==> src/rtl/stage_e_mdu_if.sv <==
`default_nettype none
// ============================================================================
//  Module      : stage_e_mdu_if
//  Description : Execute-stage multiply/divide bus. The pipeline side (master)
//                launches or flushes operations. The MDU side (slave) answers
//                with a busy/stall flag and a one-cycle completion pulse that
//                carries the result and its destination tag.
//  Signals     : StartE, MDOpE[2:0], SrcAE, SrcBE, RdE[4:0], FlushE  (master->slave)
//                BusyE, DoneE, MDResultE, MDRdE[4:0]                  (slave->master)
//  Revision    : 1.0  initial release
// ============================================================================
interface stage_e_mdu_if #(
    parameter int XLEN = 32
);
    logic            StartE;
    logic [2:0]      MDOpE;
    logic [XLEN-1:0] SrcAE;
    logic [XLEN-1:0] SrcBE;
    logic [4:0]      RdE;
    logic            FlushE;
    logic            BusyE;
    logic            DoneE;
    logic [XLEN-1:0] MDResultE;
    logic [4:0]      MDRdE;

    modport master (
        output StartE, MDOpE, SrcAE, SrcBE, RdE, FlushE,
        input  BusyE, DoneE, MDResultE, MDRdE
    );

    modport slave (
        input  StartE, MDOpE, SrcAE, SrcBE, RdE, FlushE,
        output BusyE, DoneE, MDResultE, MDRdE
    );
endinterface
`default_nettype wire

==> src/rtl/stage_e_mdu.sv <==
`default_nettype none
// ============================================================================
//  Module      : stage_e_mdu
//  Description : Iterative RV32M / ARM MUL multiply-divide unit for the execute
//                stage. Retires BPC result bits per cycle. Holds the pipeline
//                through BusyE while iterating, then pulses DoneE with the
//                result and its destination tag. Divide-by-zero and signed
//                overflow are resolved at the start edge with 1-cycle latency.
//  Ports       : clk              clock, rising edge
//                rst              asynchronous active-low reset
//                mdu (slave)      StartE/MDOpE/SrcAE/SrcBE/RdE/FlushE in,
//                                 BusyE/DoneE/MDResultE/MDRdE out
//  Parameters  : XLEN  operand width (multiple of BPC)
//                BPC   bits retired per cycle (1, 2 or 4)
//  Revision    : 1.0  initial release
// ============================================================================
module stage_e_mdu #(
    parameter int XLEN = 32,
    parameter int BPC  = 1
) (
    input  wire logic    clk,
    input  wire logic    rst,
    stage_e_mdu_if.slave mdu
);
    localparam int STEPS = XLEN / BPC;
    localparam int CNT_W = (STEPS > 1) ? $clog2(STEPS) : 1;
    localparam logic [CNT_W-1:0] CNT_INIT = CNT_W'(STEPS - 1);
    localparam logic [XLEN-1:0]  INT_MIN  = {1'b1, {(XLEN-1){1'b0}}};

    typedef enum logic [1:0] {
        S_IDLE = 2'd0,
        S_RUN  = 2'd1,
        S_DONE = 2'd2
    } state_t;

    state_t            state_q;
    logic [2:0]        op_q;
    logic [4:0]        rd_q;
    logic              negres_q;   // product / quotient sign differs from magnitude
    logic              negrem_q;   // remainder takes the dividend sign
    logic [XLEN-1:0]   opnd_q;     // |B|: multiplicand or divisor
    logic [2*XLEN-1:0] acc_q;      // mul: {hi, multiplier}; div: {rem, quotient}
    logic [CNT_W-1:0]  cnt_q;
    logic [XLEN-1:0]   result_q;
    logic [4:0]        mdrd_q;

    // ------------------------------------------------------------------
    // Launch decode: operand signedness, magnitudes and special cases
    // ------------------------------------------------------------------
    logic            a_signed, b_signed, a_neg, b_neg;
    logic [XLEN-1:0] abs_a, abs_b;
    logic            div_by_zero, div_ovf, special;
    logic [XLEN-1:0] special_res;

    always_comb begin
        a_signed    = (mdu.MDOpE == 3'd1) || (mdu.MDOpE == 3'd2) ||
                      (mdu.MDOpE == 3'd4) || (mdu.MDOpE == 3'd6);
        b_signed    = (mdu.MDOpE == 3'd1) || (mdu.MDOpE == 3'd4) || (mdu.MDOpE == 3'd6);
        a_neg       = a_signed & mdu.SrcAE[XLEN-1];
        b_neg       = b_signed & mdu.SrcBE[XLEN-1];
        abs_a       = a_neg ? -mdu.SrcAE : mdu.SrcAE;
        abs_b       = b_neg ? -mdu.SrcBE : mdu.SrcBE;
        div_by_zero = mdu.MDOpE[2] && (mdu.SrcBE == '0);
        div_ovf     = ((mdu.MDOpE == 3'd4) || (mdu.MDOpE == 3'd6)) &&
                      (mdu.SrcAE == INT_MIN) && (mdu.SrcBE == '1);
        special     = div_by_zero | div_ovf;
        // MDOpE[1] separates REM/REMU from DIV/DIVU
        if (div_by_zero) begin
            special_res = mdu.MDOpE[1] ? mdu.SrcAE : '1;
        end else begin
            special_res = mdu.MDOpE[1] ? '0 : mdu.SrcAE;
        end
    end

    // ------------------------------------------------------------------
    // Iteration datapath: BPC shift-add or restoring-divide steps
    // ------------------------------------------------------------------
    logic [2*XLEN-1:0] acc_d;
    logic [XLEN:0]     sh, diff, hi;

    always_comb begin
        acc_d = acc_q;
        sh    = '0;
        diff  = '0;
        hi    = '0;
        for (int i = 0; i < BPC; i++) begin
            if (op_q[2]) begin
                // Shift next dividend bit into the partial remainder, try subtract
                sh   = {acc_d[2*XLEN-1:XLEN], acc_d[XLEN-1]};
                diff = sh - {1'b0, opnd_q};
                if (!diff[XLEN]) begin
                    acc_d = {diff[XLEN-1:0], acc_d[XLEN-2:0], 1'b1};
                end else begin
                    acc_d = {sh[XLEN-1:0], acc_d[XLEN-2:0], 1'b0};
                end
            end else begin
                // Conditionally add multiplicand to the high half, then shift right
                hi    = {1'b0, acc_d[2*XLEN-1:XLEN]} + (acc_d[0] ? {1'b0, opnd_q} : '0);
                acc_d = {hi, acc_d[XLEN-1:1]};
            end
        end
    end

    // Sign fix-up and result selection for the final iteration
    logic [2*XLEN-1:0] prod_fix;
    logic [XLEN-1:0]   quot_fix, rem_fix, result_d;

    always_comb begin
        prod_fix = negres_q ? -acc_d : acc_d;
        quot_fix = negres_q ? -acc_d[XLEN-1:0] : acc_d[XLEN-1:0];
        rem_fix  = negrem_q ? -acc_d[2*XLEN-1:XLEN] : acc_d[2*XLEN-1:XLEN];
        case (op_q)
            3'd0:                result_d = prod_fix[XLEN-1:0];
            3'd1, 3'd2, 3'd3:    result_d = prod_fix[2*XLEN-1:XLEN];
            3'd4, 3'd5:          result_d = quot_fix;
            default:             result_d = rem_fix;
        endcase
    end

    // ------------------------------------------------------------------
    // Control FSM
    // ------------------------------------------------------------------
    always_ff @(posedge clk or negedge rst) begin
        if (!rst) begin
            state_q  <= S_IDLE;
            op_q     <= '0;
            rd_q     <= '0;
            negres_q <= 1'b0;
            negrem_q <= 1'b0;
            opnd_q   <= '0;
            acc_q    <= '0;
            cnt_q    <= '0;
            result_q <= '0;
            mdrd_q   <= '0;
        end else begin
            case (state_q)
                S_RUN: begin
                    if (mdu.FlushE) begin
                        state_q <= S_IDLE;
                    end else begin
                        acc_q <= acc_d;
                        if (cnt_q == '0) begin
                            result_q <= result_d;
                            mdrd_q   <= rd_q;
                            state_q  <= S_DONE;
                        end else begin
                            cnt_q <= cnt_q - 1'b1;
                        end
                    end
                end
                default: begin
                    // IDLE and DONE both accept a launch (back-to-back from DONE)
                    if (mdu.StartE && !mdu.FlushE) begin
                        op_q     <= mdu.MDOpE;
                        rd_q     <= mdu.RdE;
                        negres_q <= a_neg ^ b_neg;
                        negrem_q <= a_neg;
                        opnd_q   <= abs_b;
                        acc_q    <= {{XLEN{1'b0}}, abs_a};
                        cnt_q    <= CNT_INIT;
                        if (special) begin
                            result_q <= special_res;
                            mdrd_q   <= mdu.RdE;
                            state_q  <= S_DONE;
                        end else begin
                            state_q  <= S_RUN;
                        end
                    end else begin
                        state_q <= S_IDLE;
                    end
                end
            endcase
        end
    end

    assign mdu.BusyE     = (state_q == S_RUN);
    assign mdu.DoneE     = (state_q == S_DONE);
    assign mdu.MDResultE = result_q;
    assign mdu.MDRdE     = mdrd_q;

endmodule
`default_nettype wire

==> src/flat_wrapper.sv <==
// flat-port wrapper written by rule: the top's interface ports become plain ports
module stage_e_mdu_flat 
#(
    parameter int XLEN = 32,
    parameter int BPC  = 1
)
  (clk, rst, mdu_StartE, mdu_MDOpE, mdu_SrcAE, mdu_SrcBE, mdu_RdE, mdu_FlushE, mdu_BusyE, mdu_DoneE, mdu_MDResultE, mdu_MDRdE);
  stage_e_mdu_if #(.XLEN(XLEN)) mdu_i ();
  input  wire logic clk;
  input  wire logic rst;
  input wire logic [$bits(mdu_i.StartE)-1:0] mdu_StartE;
  input wire logic [$bits(mdu_i.MDOpE)-1:0] mdu_MDOpE;
  input wire logic [$bits(mdu_i.SrcAE)-1:0] mdu_SrcAE;
  input wire logic [$bits(mdu_i.SrcBE)-1:0] mdu_SrcBE;
  input wire logic [$bits(mdu_i.RdE)-1:0] mdu_RdE;
  input wire logic [$bits(mdu_i.FlushE)-1:0] mdu_FlushE;
  output wire logic [$bits(mdu_i.BusyE)-1:0] mdu_BusyE;
  output wire logic [$bits(mdu_i.DoneE)-1:0] mdu_DoneE;
  output wire logic [$bits(mdu_i.MDResultE)-1:0] mdu_MDResultE;
  output wire logic [$bits(mdu_i.MDRdE)-1:0] mdu_MDRdE;
  assign mdu_i.StartE = mdu_StartE;
  assign mdu_i.MDOpE = mdu_MDOpE;
  assign mdu_i.SrcAE = mdu_SrcAE;
  assign mdu_i.SrcBE = mdu_SrcBE;
  assign mdu_i.RdE = mdu_RdE;
  assign mdu_i.FlushE = mdu_FlushE;
  assign mdu_BusyE = mdu_i.BusyE;
  assign mdu_DoneE = mdu_i.DoneE;
  assign mdu_MDResultE = mdu_i.MDResultE;
  assign mdu_MDRdE = mdu_i.MDRdE;
  stage_e_mdu #(.XLEN(XLEN), .BPC(BPC)) u_core (.clk(clk), .rst(rst), .mdu(mdu_i));
endmodule
==> config.mk <==
export PLATFORM = sky130hd
export DESIGN_NAME = stage_e_mdu_flat
export DESIGN_NICKNAME = d
export VERILOG_FILES = /design/src/rtl/stage_e_mdu_if.sv /design/src/rtl/stage_e_mdu.sv /design/src/flat_wrapper.sv
export SDC_FILE = /design/constraint.sdc
export NUM_CORES = 1
export LEC_CHECK = 0
export ABC_AREA = 1
export BUFFER_PORTS_ARGS = -buffer_cell sky130_fd_sc_hd__buf_2
export CORE_MARGIN = 10
export CORE_UTILIZATION = 40
export DETAILED_ROUTE_END_ITERATION = 10
export HOLD_SLACK_MARGIN = 0.15
export PLACE_DENSITY = 0.68
export SKIP_CTS_REPAIR_TIMING = 1
export SYNTH_ARGS = -nofsm -noshare
export SYNTH_HDL_FRONTEND = slang
export SYNTH_SLANG_ARGS = --single-unit
==> constraint.sdc <==
create_clock -name clk -period 10.1 [get_ports clk]
set_clock_uncertainty 0.05 [all_clocks]
set_input_delay 1.515 -clock clk [delete_from_list [all_inputs] [get_ports clk]]
set_output_delay 1.515 -clock clk [all_outputs]
set_load 0.1 [all_outputs]
# ---- Yosys cells after proc, flatten, opt, wreduce, memory -nomap -nowiden
# Index checks and enable logic that the tools add are counted.
dict set report word_totals {
  register_bits 150
  inputBits 76
  output_inout_bits 39
  word_cells 96
}
dict set report op_classes {
  add_sub_neg 8
  n_eq_ne 17
  n_mux 34
  bitwise_logic 5
  n_reduce_logical 22
}
# operator count
set op_table {}
lappend op_table {{2-to-1 mux 32 bit} 13}
lappend op_table {{2-to-1 mux 64 bit} 6}
lappend op_table {{negation 32 bit} 4}
lappend op_table {{one-hot mux 32 bit (3 select lines)} 1}
lappend op_table {{== test 32 bit, second input constant} 2}
lappend op_table {{negation 64 bit} 1}
lappend op_table {{2-to-1 mux 5 bit} 9}
lappend op_table {{adder 32 x 33 -> 33 bit} 1}
lappend op_table {{subtractor 33 x 32 -> 33 bit} 1}
lappend op_table {{logical NOT 32 bit} 1}
lappend op_table {{== test 3 bit, second input constant} 4}
lappend op_table {{2-to-1 mux 2 bit} 5}
lappend op_table {{== test 3 x 2 -> 1 bit, second input constant} 3}
lappend op_table {{== test 3 x 1 -> 1 bit, second input constant} 2}
lappend op_table {{logical OR 1 bit} 6}
lappend op_table {{logical NOT 5 bit} 1}
lappend op_table {{subtractor 5 x 1 -> 5 bit, second input constant} 1}
lappend op_table {{logical AND 1 bit} 4}
lappend op_table {{inequality test 2 bit, second input constant} 2}
lappend op_table {{AND reduction 2 bit} 2}
lappend op_table {{AND reduction 4 bit} 1}
lappend op_table {{nonzero test 2 bit} 2}
lappend op_table {{logical NOT 3 bit} 1}
lappend op_table {{inequality test 3 x 2 -> 1 bit, second input constant} 1}
lappend op_table {{11 further kinds} 12}

# ---- Logic depth before layout (Yosys ltp)
# Gate-level depths: netlist of run 1.
dict set report logic_depth {
  ltp_word 9
  ltp_mapped 38
  ltp_nobuf 37
}

# ---- Least setup slack after synthesis of run 1
# No wires, ideal clock.
dict set report synth_timing {
  path_kind {register to register}
  from {register u_core.acc_q[31]}
  to {register u_core.result_q[22], in the netlist u_core.mdu.MDResultE[22]}
  setup_ns 0.120
  arrival_ns 3.827
  path_slack_ns 6.103
  path_stages_with_launch 37
  n_path_buf 1
  path_cell_list {dfrtp_1 -> inv_1 -> ha_1 -> inv_1 -> fa_1 -> nand2_1 -> nand2_1 -> nand3_1 -> nand2_2 -> nand2_2 -> nand2_2 -> nand2_4 -> nand3_2 -> nand2_4 -> buf_12 -> nand2_2 -> nand2_2 -> ha_1 -> nand2_1 -> nor2_2 -> nand2_1 -> nor2_1 -> nand2_1 -> nor2_1 -> nand2_1 -> nor2_2 -> nand2_1 -> nor2_1 -> nand4_1 -> inv_1 -> nand3_1 -> nand2_2 -> o211ai_1 -> nand3_1 -> nand3_1 -> nand2_1 -> nand2_1}
}
dict set report synth_between {
  elab_chain_len 9
}
# element line_no
set synth_lines {}
lappend synth_lines {{from (decl)} stage_e_mdu.sv:42} ;# logic [2*XLEN-1:0] acc_q;
lappend synth_lines {{from (signal assigned)} stage_e_mdu.sv:159} ;# acc_q <= {{XLEN{1'b0}}, abs_a};
lappend synth_lines {{subtractor 33 x 32 -> 33 bit} stage_e_mdu.sv:90} ;# diff = sh - {1'b0, opnd_q};
lappend synth_lines {{2-to-1 mux 64 bit} stage_e_mdu.sv:91} ;# if (!diff[XLEN]) begin
lappend synth_lines {{2-to-1 mux 64 bit *} stage_e_mdu.sv:87} ;# if (op_q[2]) begin
lappend synth_lines {{negation 64 bit (tied with other cells)} stage_e_mdu.sv:109} ;# prod_fix = negres_q ? -acc_d : acc_d;
lappend synth_lines {{2-to-1 mux 64 bit (tied with other cells)} stage_e_mdu.sv:109}
lappend synth_lines {{one-hot mux 32 bit (3 select lines) *} stage_e_mdu.sv:112} ;# case (op_q)
lappend synth_lines {{2-to-1 mux 32 bit *} stage_e_mdu.sv:142} ;# if (cnt_q == '0) begin
lappend synth_lines {{2-to-1 mux 32 bit *} stage_e_mdu.sv:138} ;# if (mdu.FlushE) begin
lappend synth_lines {{2-to-1 mux 32 bit *} stage_e_mdu.sv:136} ;# case (state_q)
lappend synth_lines {{to (signal assigned)} stage_e_mdu.sv:143} ;# result_q <= result_d;
lappend synth_lines {{to (signal assigned)} stage_e_mdu.sv:162} ;# result_q <= special_res;
lappend synth_lines {{to (decl)} stage_e_mdu.sv:44} ;# logic [XLEN-1:0] result_q;
# Every way passes the cells marked *; elsewhere a longest branch is shown, timed or not. The select of a mux whose other input is x is not followed.
# A chain may end at the register's enable or synchronous reset.

# ---- Worst setup path after layout of run 1
dict set report layout_timing {
  from {register u_core.acc_q[31]}
  to {register u_core.result_q[8], in the netlist u_core.mdu.MDResultE[8]}
}
# The elaborated chain is that of the path after synthesis.

==> results.json, run 1 <==
{
  "status": "completed",
  "fin_util_pct": 44.3,
  "yosys-top-cells-area": "dfrtp_1 (21%), nand2_1 (20%), inv_1 (8.6%)",
  "hold_ws_ps": 427,
  "clk_latency_ps": 480,
  "drt_iter0_drc": 2460,
  "num_vias": 21300,
  "rows": 77,
  "final_area_um2": 19700,
  "async_flop_share_pct": 100,
  "fmax_mhz": 188,
  "clkSinkCount": 150,
  "die_h_um": 232,
  "globalplace.congestion": 1.02,
  "worst_ir_drop_vdd_v": 0.000288,
  "hold_path_class": "reg -> reg",
  "tritoncts": "done",
  "synth_top_flop_cell": "dfrtp_1",
  "io_pins": 115,
  "grt_pass1_wl_um": 114000,
  "placed_area_um2": 19100,
  "tightest_slew_ps": 1160,
  "yosys_warnings": 0,
  "wl_per_cell_um": 19.6,
  "worstSetupPathType": "reg -> reg",
  "critPathArrivalTime_ps": 5600,
  "antenna_found_initial": 2,
  "instances_no_fill": 3793,
  "syn_nets": 3283,
  "cellLeakagePower_nw": 10.2,
  "setup_viol": 0,
  "path_clk_slew_ps": 70,
  "worstSetupStartpointType": "flop",
  "dp.cells": 3761,
  "critPathTopFamily": "simple AND/OR/NAND/NOR gates",
  "htree_levels": 4,
  "rsz0062_at_grt": "false",
  "post-route-min-period_ps": 5310,
  "cts_buffer_depth": 2,
  "slew_headroom_pct": 22.2,
  "final_hold_viol_count": 0,
  "powerDensity_nw_per_um2": 300,
  "fin_ws_ps": 4790,
  "synth_cell_types": 54,
  "yosysSeqAreaShare_pct": 20.9,
  "detail-route-antenna-nets": 0,
  "numCtsBuffers": 17,
  "crit_path_frequent_cell": "nand2_1",
  "maxCapViolCount": 0,
  "synth_area_um2": 18000,
  "drt-pass1-iter-count": 6,
  "synth_edf_count": 0,
  "slew_viol_final": 0,
  "grt_max_degree": 94,
  "ys_top_cells_by_count": "nand2_1 (961), inv_1 (414), nor2_1 (320), nand3_1 (266), o21ai_0 (226)",
  "die_width_um": 232,
  "critPathSlowestCell": "nand2_4",
  "cp-end-kind": "flop",
  "worst_ep_required_time_ps": 10390,
  "syn_inst": 3134,
  "wirelength_um": 74200,
  "vias_per_cell": 5.61,
  "finalSetupTns_ps": 0,
  "cp_slowest_stage_delay_ps": 430,
  "drive_gt1_share_pct": 9.06,
  "grtUsageTotal_pct": 27.1,
  "timing.critical_path.buf_inv": 3,
  "post-synth-top-count-cell": "nand2_1",
  "initial_core_util_pct": 40.6,
  "core_area_um2": 44300,
  "die_area_um2": 53900,
  "yosysTopAreaCell": "dfrtp_1",
  "path_max_fanout": 30,
  "dp_hpwl_um": 58900,
  "grt_pass1_vias": 19300,
  "synth.avg_cell_area_um2": 5.74,
  "drcViolationCount": 0,
  "finalCritPeriodShare_pct": 52.5,
  "io_buffers": 114,
  "synth_top_area_share_pct": 20.9,
  "dpl_worst_slack_ps": 4840,
  "fin_nets": 3337,
  "grt-ovfl-total": 0,
  "area_growth_pct": 9.17,
  "finalPower_mw": 5.90,
  "cts_root_buffer": "clkbuf_16",
  "ys_seq_elements": 150
}
per-layer routing:
layer  track usage (%)  wire (µm)  vias up
met4              10.4       2720        2
met5                 0         12        -
met3              7.01       8090      153
met2              40.1      31300     1081
li1                  -          -    10300
met1              36.8      32000     9737
power by group:
part	leakage (nW)	switching (mW)	internal [mW]
logic	8.11	3.11	1.10
clock network	0.272	0.312	0.372
registers	1.86	0.213	0.792
sequential cells by signal (all words and copies together), names as in the netlist:
signal	count
u_core.acc_q	64
u_core.cnt_q	5
u_core.mdu.MDRdE	5
u_core.mdu.MDResultE	32
u_core.negrem_q	1
u_core.negres_q	1
u_core.op_q	3
u_core.opnd_q	32
u_core.rd_q	5
u_core.state_q	2
tightest hold or removal path, stage by stage, from the launching register on:
cell and delay [ps]:
dfrtp_1 340, nand2_1 50, nand2_1 50
path summary, 6_finish.rpt:
| check | from | depth (start not counted) | slack (ps) | endpoint |
|---|---|---|---|---|
| max | u_core.acc_q[31] | 33 | 4790 | u_core.mdu.MDResultE[8] |
| min reg2reg | u_core.mdu.MDResultE[7] | 2 | 430 | u_core.mdu.MDResultE[7] |
| min | u_core.mdu.MDResultE[7] | 2 | 430 | u_core.mdu.MDResultE[7] |
| max reg2reg | u_core.acc_q[31] | 33 | 4790 | u_core.mdu.MDResultE[8] |
| max in group asynchronous | rst | 2 | 7400 | u_core.op_q[2] |
| min in group asynchronous | rst | 1 | 1060 | u_core.mdu.MDResultE[19] |
cells in the final DEF, fill, tap and decap left out, drive strengths merged, types with 3 or more instances in the layout:
master    netlist  layout
a31oi          30      30
o21bai         17      17
o211ai         20      20
clkbuf         79      18
nor2          348     348
ha             71      71
a21o            6       6
o221ai         10      10
o21a            6       6
clkinv          6       8
inv           419     423
mux2i           5       5
o21ai         239     239
nor4           13      13
nand4          39      39
nand2        1001    1001
o22ai          40      40
xnor2          24      24
nor3           46      46
dfrtp         150     150
a21oi         170     170
xor2           39      39
o31ai           3       3
buf            29     143
o2111ai         3       3
nand3         275     275
nand3b         22      22
clkinvlp        0       5
or2            14      14
cell families after synthesis:
logic type	synth area share (%)
buffers and inverters	11.6
adder cells (fa/ha/maj)	5.16
flip-flops	20.9
multiplexers	0.278
XOR/XNOR	3.07
AO/OA/AOI/OAI	17.1
AND/OR/NAND/NOR	41.9
cell type report:
type | instances | area [µm²]
inverter | 425 | 1600
clock inverter | 13 | 146
tap | 592 | 741
multi-input combinational | 2451 | 12200
timing repair buffer | 143 | 795
sequential | 150 | 3760
antenna | 1 | 2.50
clock buffer | 18 | 439
fill | 4910 | 24700
(Power assumes the default switching activity.)
==> run 2: changes to the inputs <==
--- a/config.mk
+++ b/config.mk
@@ -5,13 +5,13 @@
 export SDC_FILE = /design/constraint.sdc
 export NUM_CORES = 1
 export LEC_CHECK = 0
-export ABC_AREA = 1
+export ABC_AREA = 0
 export BUFFER_PORTS_ARGS = -buffer_cell sky130_fd_sc_hd__buf_2
 export CORE_MARGIN = 10
 export CORE_UTILIZATION = 40
 export DETAILED_ROUTE_END_ITERATION = 10
 export HOLD_SLACK_MARGIN = 0.15
-export PLACE_DENSITY = 0.68
+export PLACE_DENSITY = 0.71
 export SKIP_CTS_REPAIR_TIMING = 1
 export SYNTH_ARGS = -nofsm -noshare
 export SYNTH_HDL_FRONTEND = slang
==> constraint.sdc (replaced) <==
create_clock -name clk -period 4.4 [get_ports clk]
set_clock_uncertainty 0.05 [all_clocks]
set_input_delay 0.66 -clock clk [delete_from_list [all_inputs] [get_ports clk]]
set_output_delay 0.66 -clock clk [all_outputs]
set_load 0.1 [all_outputs]
==> results.json, run 2 <==
{
  "die_h_um": 225,
  "ff_latch_area_um2": 3760,
  "synth_top_flop_cell": "dfrtp_1",
  "post-synth-top-count-cell": "nand2_1",
  "ys_top_cells_by_count": "nand2_1 (330), o21ai_0 (226), nor2_1 (208), a21oi_1 (203), dfrtp_1 (150)",
  "final_hold_viol_count": 0,
  "met1_usage_pct": 37.3,
  "yosys-top-cells-area": "dfrtp_1 (22%), nand2_1 (7.4%), o21ai_0 (6.7%)",
  "cp-end-kind": "flop",
  "fin_nets": 2916,
  "slew_viol_final": 0,
  "fin_ws_ps": -277,
  "async_flop_share_pct": 100,
  "path_clk_slew_ps": 70,
  "fmax_mhz": 214,
  "area_growth_pct": 34.2,
  "violations": "setup timing",
  "synth_area_um2": 16800,
  "clk_latency_ps": 480,
  "busiest_layer": "met2",
  "cts_buffer_depth": 2,
  "rsz0062_at_grt": "true",
  "multi_input_area_um2": 13100,
  "synth_cell_types": 103,
  "r2r-end": "u_core.mdu.MDResultE[31]",
  "clkSinkCount": 150,
  "grt_pass1_wl_um": 111000,
  "die_width_um": 225,
  "critPathTopFamily": "compound AO/OA/AOI/OAI gates",
  "largest_register_ffs": 64,
  "path_max_fanout": 5,
  "critPathArrivalTime_ps": 5030,
  "instances_no_fill": 3312,
  "dp.cells": 3251,
  "vias_per_cell": 6.08,
  "worst_ep_required_time_ps": 4760,
  "setup_viol": 22,
  "die_area_um2": 50500,
  "synth.avg_cell_area_um2": 7.23,
  "dp_hpwl_um": 57600,
  "io_buffers": 114,
  "critPathSlowestCell": "fa_2",
  "syn_inst": 2318,
  "drive_gt1_share_pct": 28.5,
  "maxCapViolCount": 0,
  "rows": 74,
  "finalSetupTns_ps": -3960,
  "synth_edf_count": 0,
  "syn_nets": 2467,
  "yosys_warnings": 0,
  "ys_seq_elements": 150,
  "synth_top_area_share_pct": 22.4,
  "wl_per_cell_um": 22.3,
  "fill_cells": 3915,
  "core_area_um2": 41100,
  "num_vias": 20100,
  "cp_slowest_stage_delay_ps": 420,
  "cp_cell_sequence": "buf_4 > buf_6 > and2_4 > ha_4 > fa_2 > a211oi_4 > o21ai_4 > o211ai_4 > a311oi_2 > buf_4 > o2111ai_2 > o2111ai_2 > a31o_2 > nor4_4 > nand3_4 > buf_4 > nor4_2 > mux2i_1 > nand2_1 > a21oi_2",
  "cellLeakagePower_nw": 9.91,
  "yosysTopAreaCell": "dfrtp_1",
  "detail-route-antenna-nets": 0,
  "powerDensity_nw_per_um2": 725,
  "antenna_found_initial": 1,
  "final_cell_mix": "buf_4 (431), nand2_1 (319), nor2_1 (204)",
  "timing.critical_path.buf_inv": 4,
  "slew_headroom_pct": 35.3,
  "timing.rr.start": "u_core.opnd_q[0]",
  "rrSetupSlack_ps": -280,
  "r2r_cells": 20,
  "tritoncts": "done",
  "grt-ovfl-total": 0,
  "grtUsageTotal_pct": 28.1,
  "final_common_cell": "buf_4",
  "numCtsBuffers": 17,
  "status": "finished with violations",
  "yosysSeqAreaShare_pct": 22.4,
  "worst_ir_drop_vdd_v": 0.000510,
  "grt_use_met2_pct": 44.3,
  "htree_levels": 4,
  "diodes": 0,
  "top_register": "u_core.acc_q",
  "finalCritPeriodShare_pct": 106,
  "grt_max_degree": 96,
  "worstSetupStartpointType": "flop",
  "globalplace.congestion": 1.02,
  "drt_iter0_drc": 2327,
  "crit_path_frequent_cell": "buf_4",
  "cts_root_buffer": "clkbuf_16",
  "gr-usage-met3_pct": 4.74,
  "wirelength_um": 73900,
  "tightest_slew_ps": 970,
  "hold_path_class": "in -> async",
  "drcViolationCount": 0,
  "drt-pass1-iter-count": 6,
  "initial_core_util_pct": 40.8,
  "post-route-min-period_ps": 4680,
  "grt_pass1_vias": 19100,
  "finalPower_mw": 16.3,
  "io_pins": 115,
  "cp-startpoint": "u_core.opnd_q[0]",
  "worstSetupPathType": "reg -> reg"
}
[run 2: cell types whose count changed after synthesis, sizes merged, moves of 50 or more]
cell	previous run	this run
inv	419	63
and2	1	51
nor2	348	209
nand3	275	50
xnor2	24	93
nand2	1001	332
[run 2: worst register-to-register path: stages, from the launching register on]
cell	delay [ps]
dfrtp_1	400
buf_4	140
buf_6	100
and2_4	150
ha_4	160
fa_2	420
a211oi_4	340
o21ai_4	130
o211ai_4	290
a311oi_2	160
buf_4	180
o2111ai_2	180
o2111ai_2	170
a31o_2	280
nor4_4	370
nand3_4	150
buf_4	180
nor4_2	310
mux2i_1	220
nand2_1	90
a21oi_2	120
[run 2: final cells by class]
type	instances	area share (%)
multi-input cells	1963	58.3
repair buffers	569	18.3
flip-flops and latches	150	16.7
well taps	532	2.96
clock buffers	20	1.98
inverters	66	1.10
clock inverters	12	0.639
[run 2: logic make-up after synthesis]
kind of cell | share of synthesized area [%]
compound gates | 29.2
buf+inv | 4.91
mux | 3.91
flops | 22.4
fa+ha+maj | 5.54
simple gates | 25.4
xor+xnor | 8.62
[run 2: where the power goes]
group          switching (mW)  total (mW)  internal [mW]
registers               0.408        2.21           1.80
logic                    7.57        12.6           4.98
clock network           0.704        1.56          0.859
total                    8.68        16.3           7.64
[run 2: metal layers]
layer | part of all wire (%) | wire (µm)
met2 | 45 | 33600
met4 | 3.8 | 2840
met1 | 43 | 31500
met5 | 0 | 0
met3 | 8.0 | 5910
[run 2: through the flow]
step / hold slack [ps] / instance area, µm² / utilization (%) / setup WS (ps)
floorplan: 314 / 16900 / - / -454
global placement: 408 / 20800 / 50.6 / -497
detailed placement: 416 / 20800 / 50.6 / -611
CTS: 230 / 21400 / 52.1 / -643
global route: 259 / 22500 / 54.8 / -415
finish: 203 / 22500 / 54.8 / -277
[run 2: how the worst max path moves through the flow]
stage | endpoint | slack (ps) | cells past startpoint
final | u_core.mdu.MDResultE[31] | -280 | 20
after global routing | u_core.mdu.MDResultE[26] | -410 | 26
after CTS | u_core.mdu.MDResultE[16] | -640 | 26
after detailed placement | u_core.mdu.MDResultE[26] | -610 | 27
after global placement | u_core.mdu.MDResultE[14] | -500 | 27
after floorplan | u_core.mdu.MDResultE[16] | -450 | 27
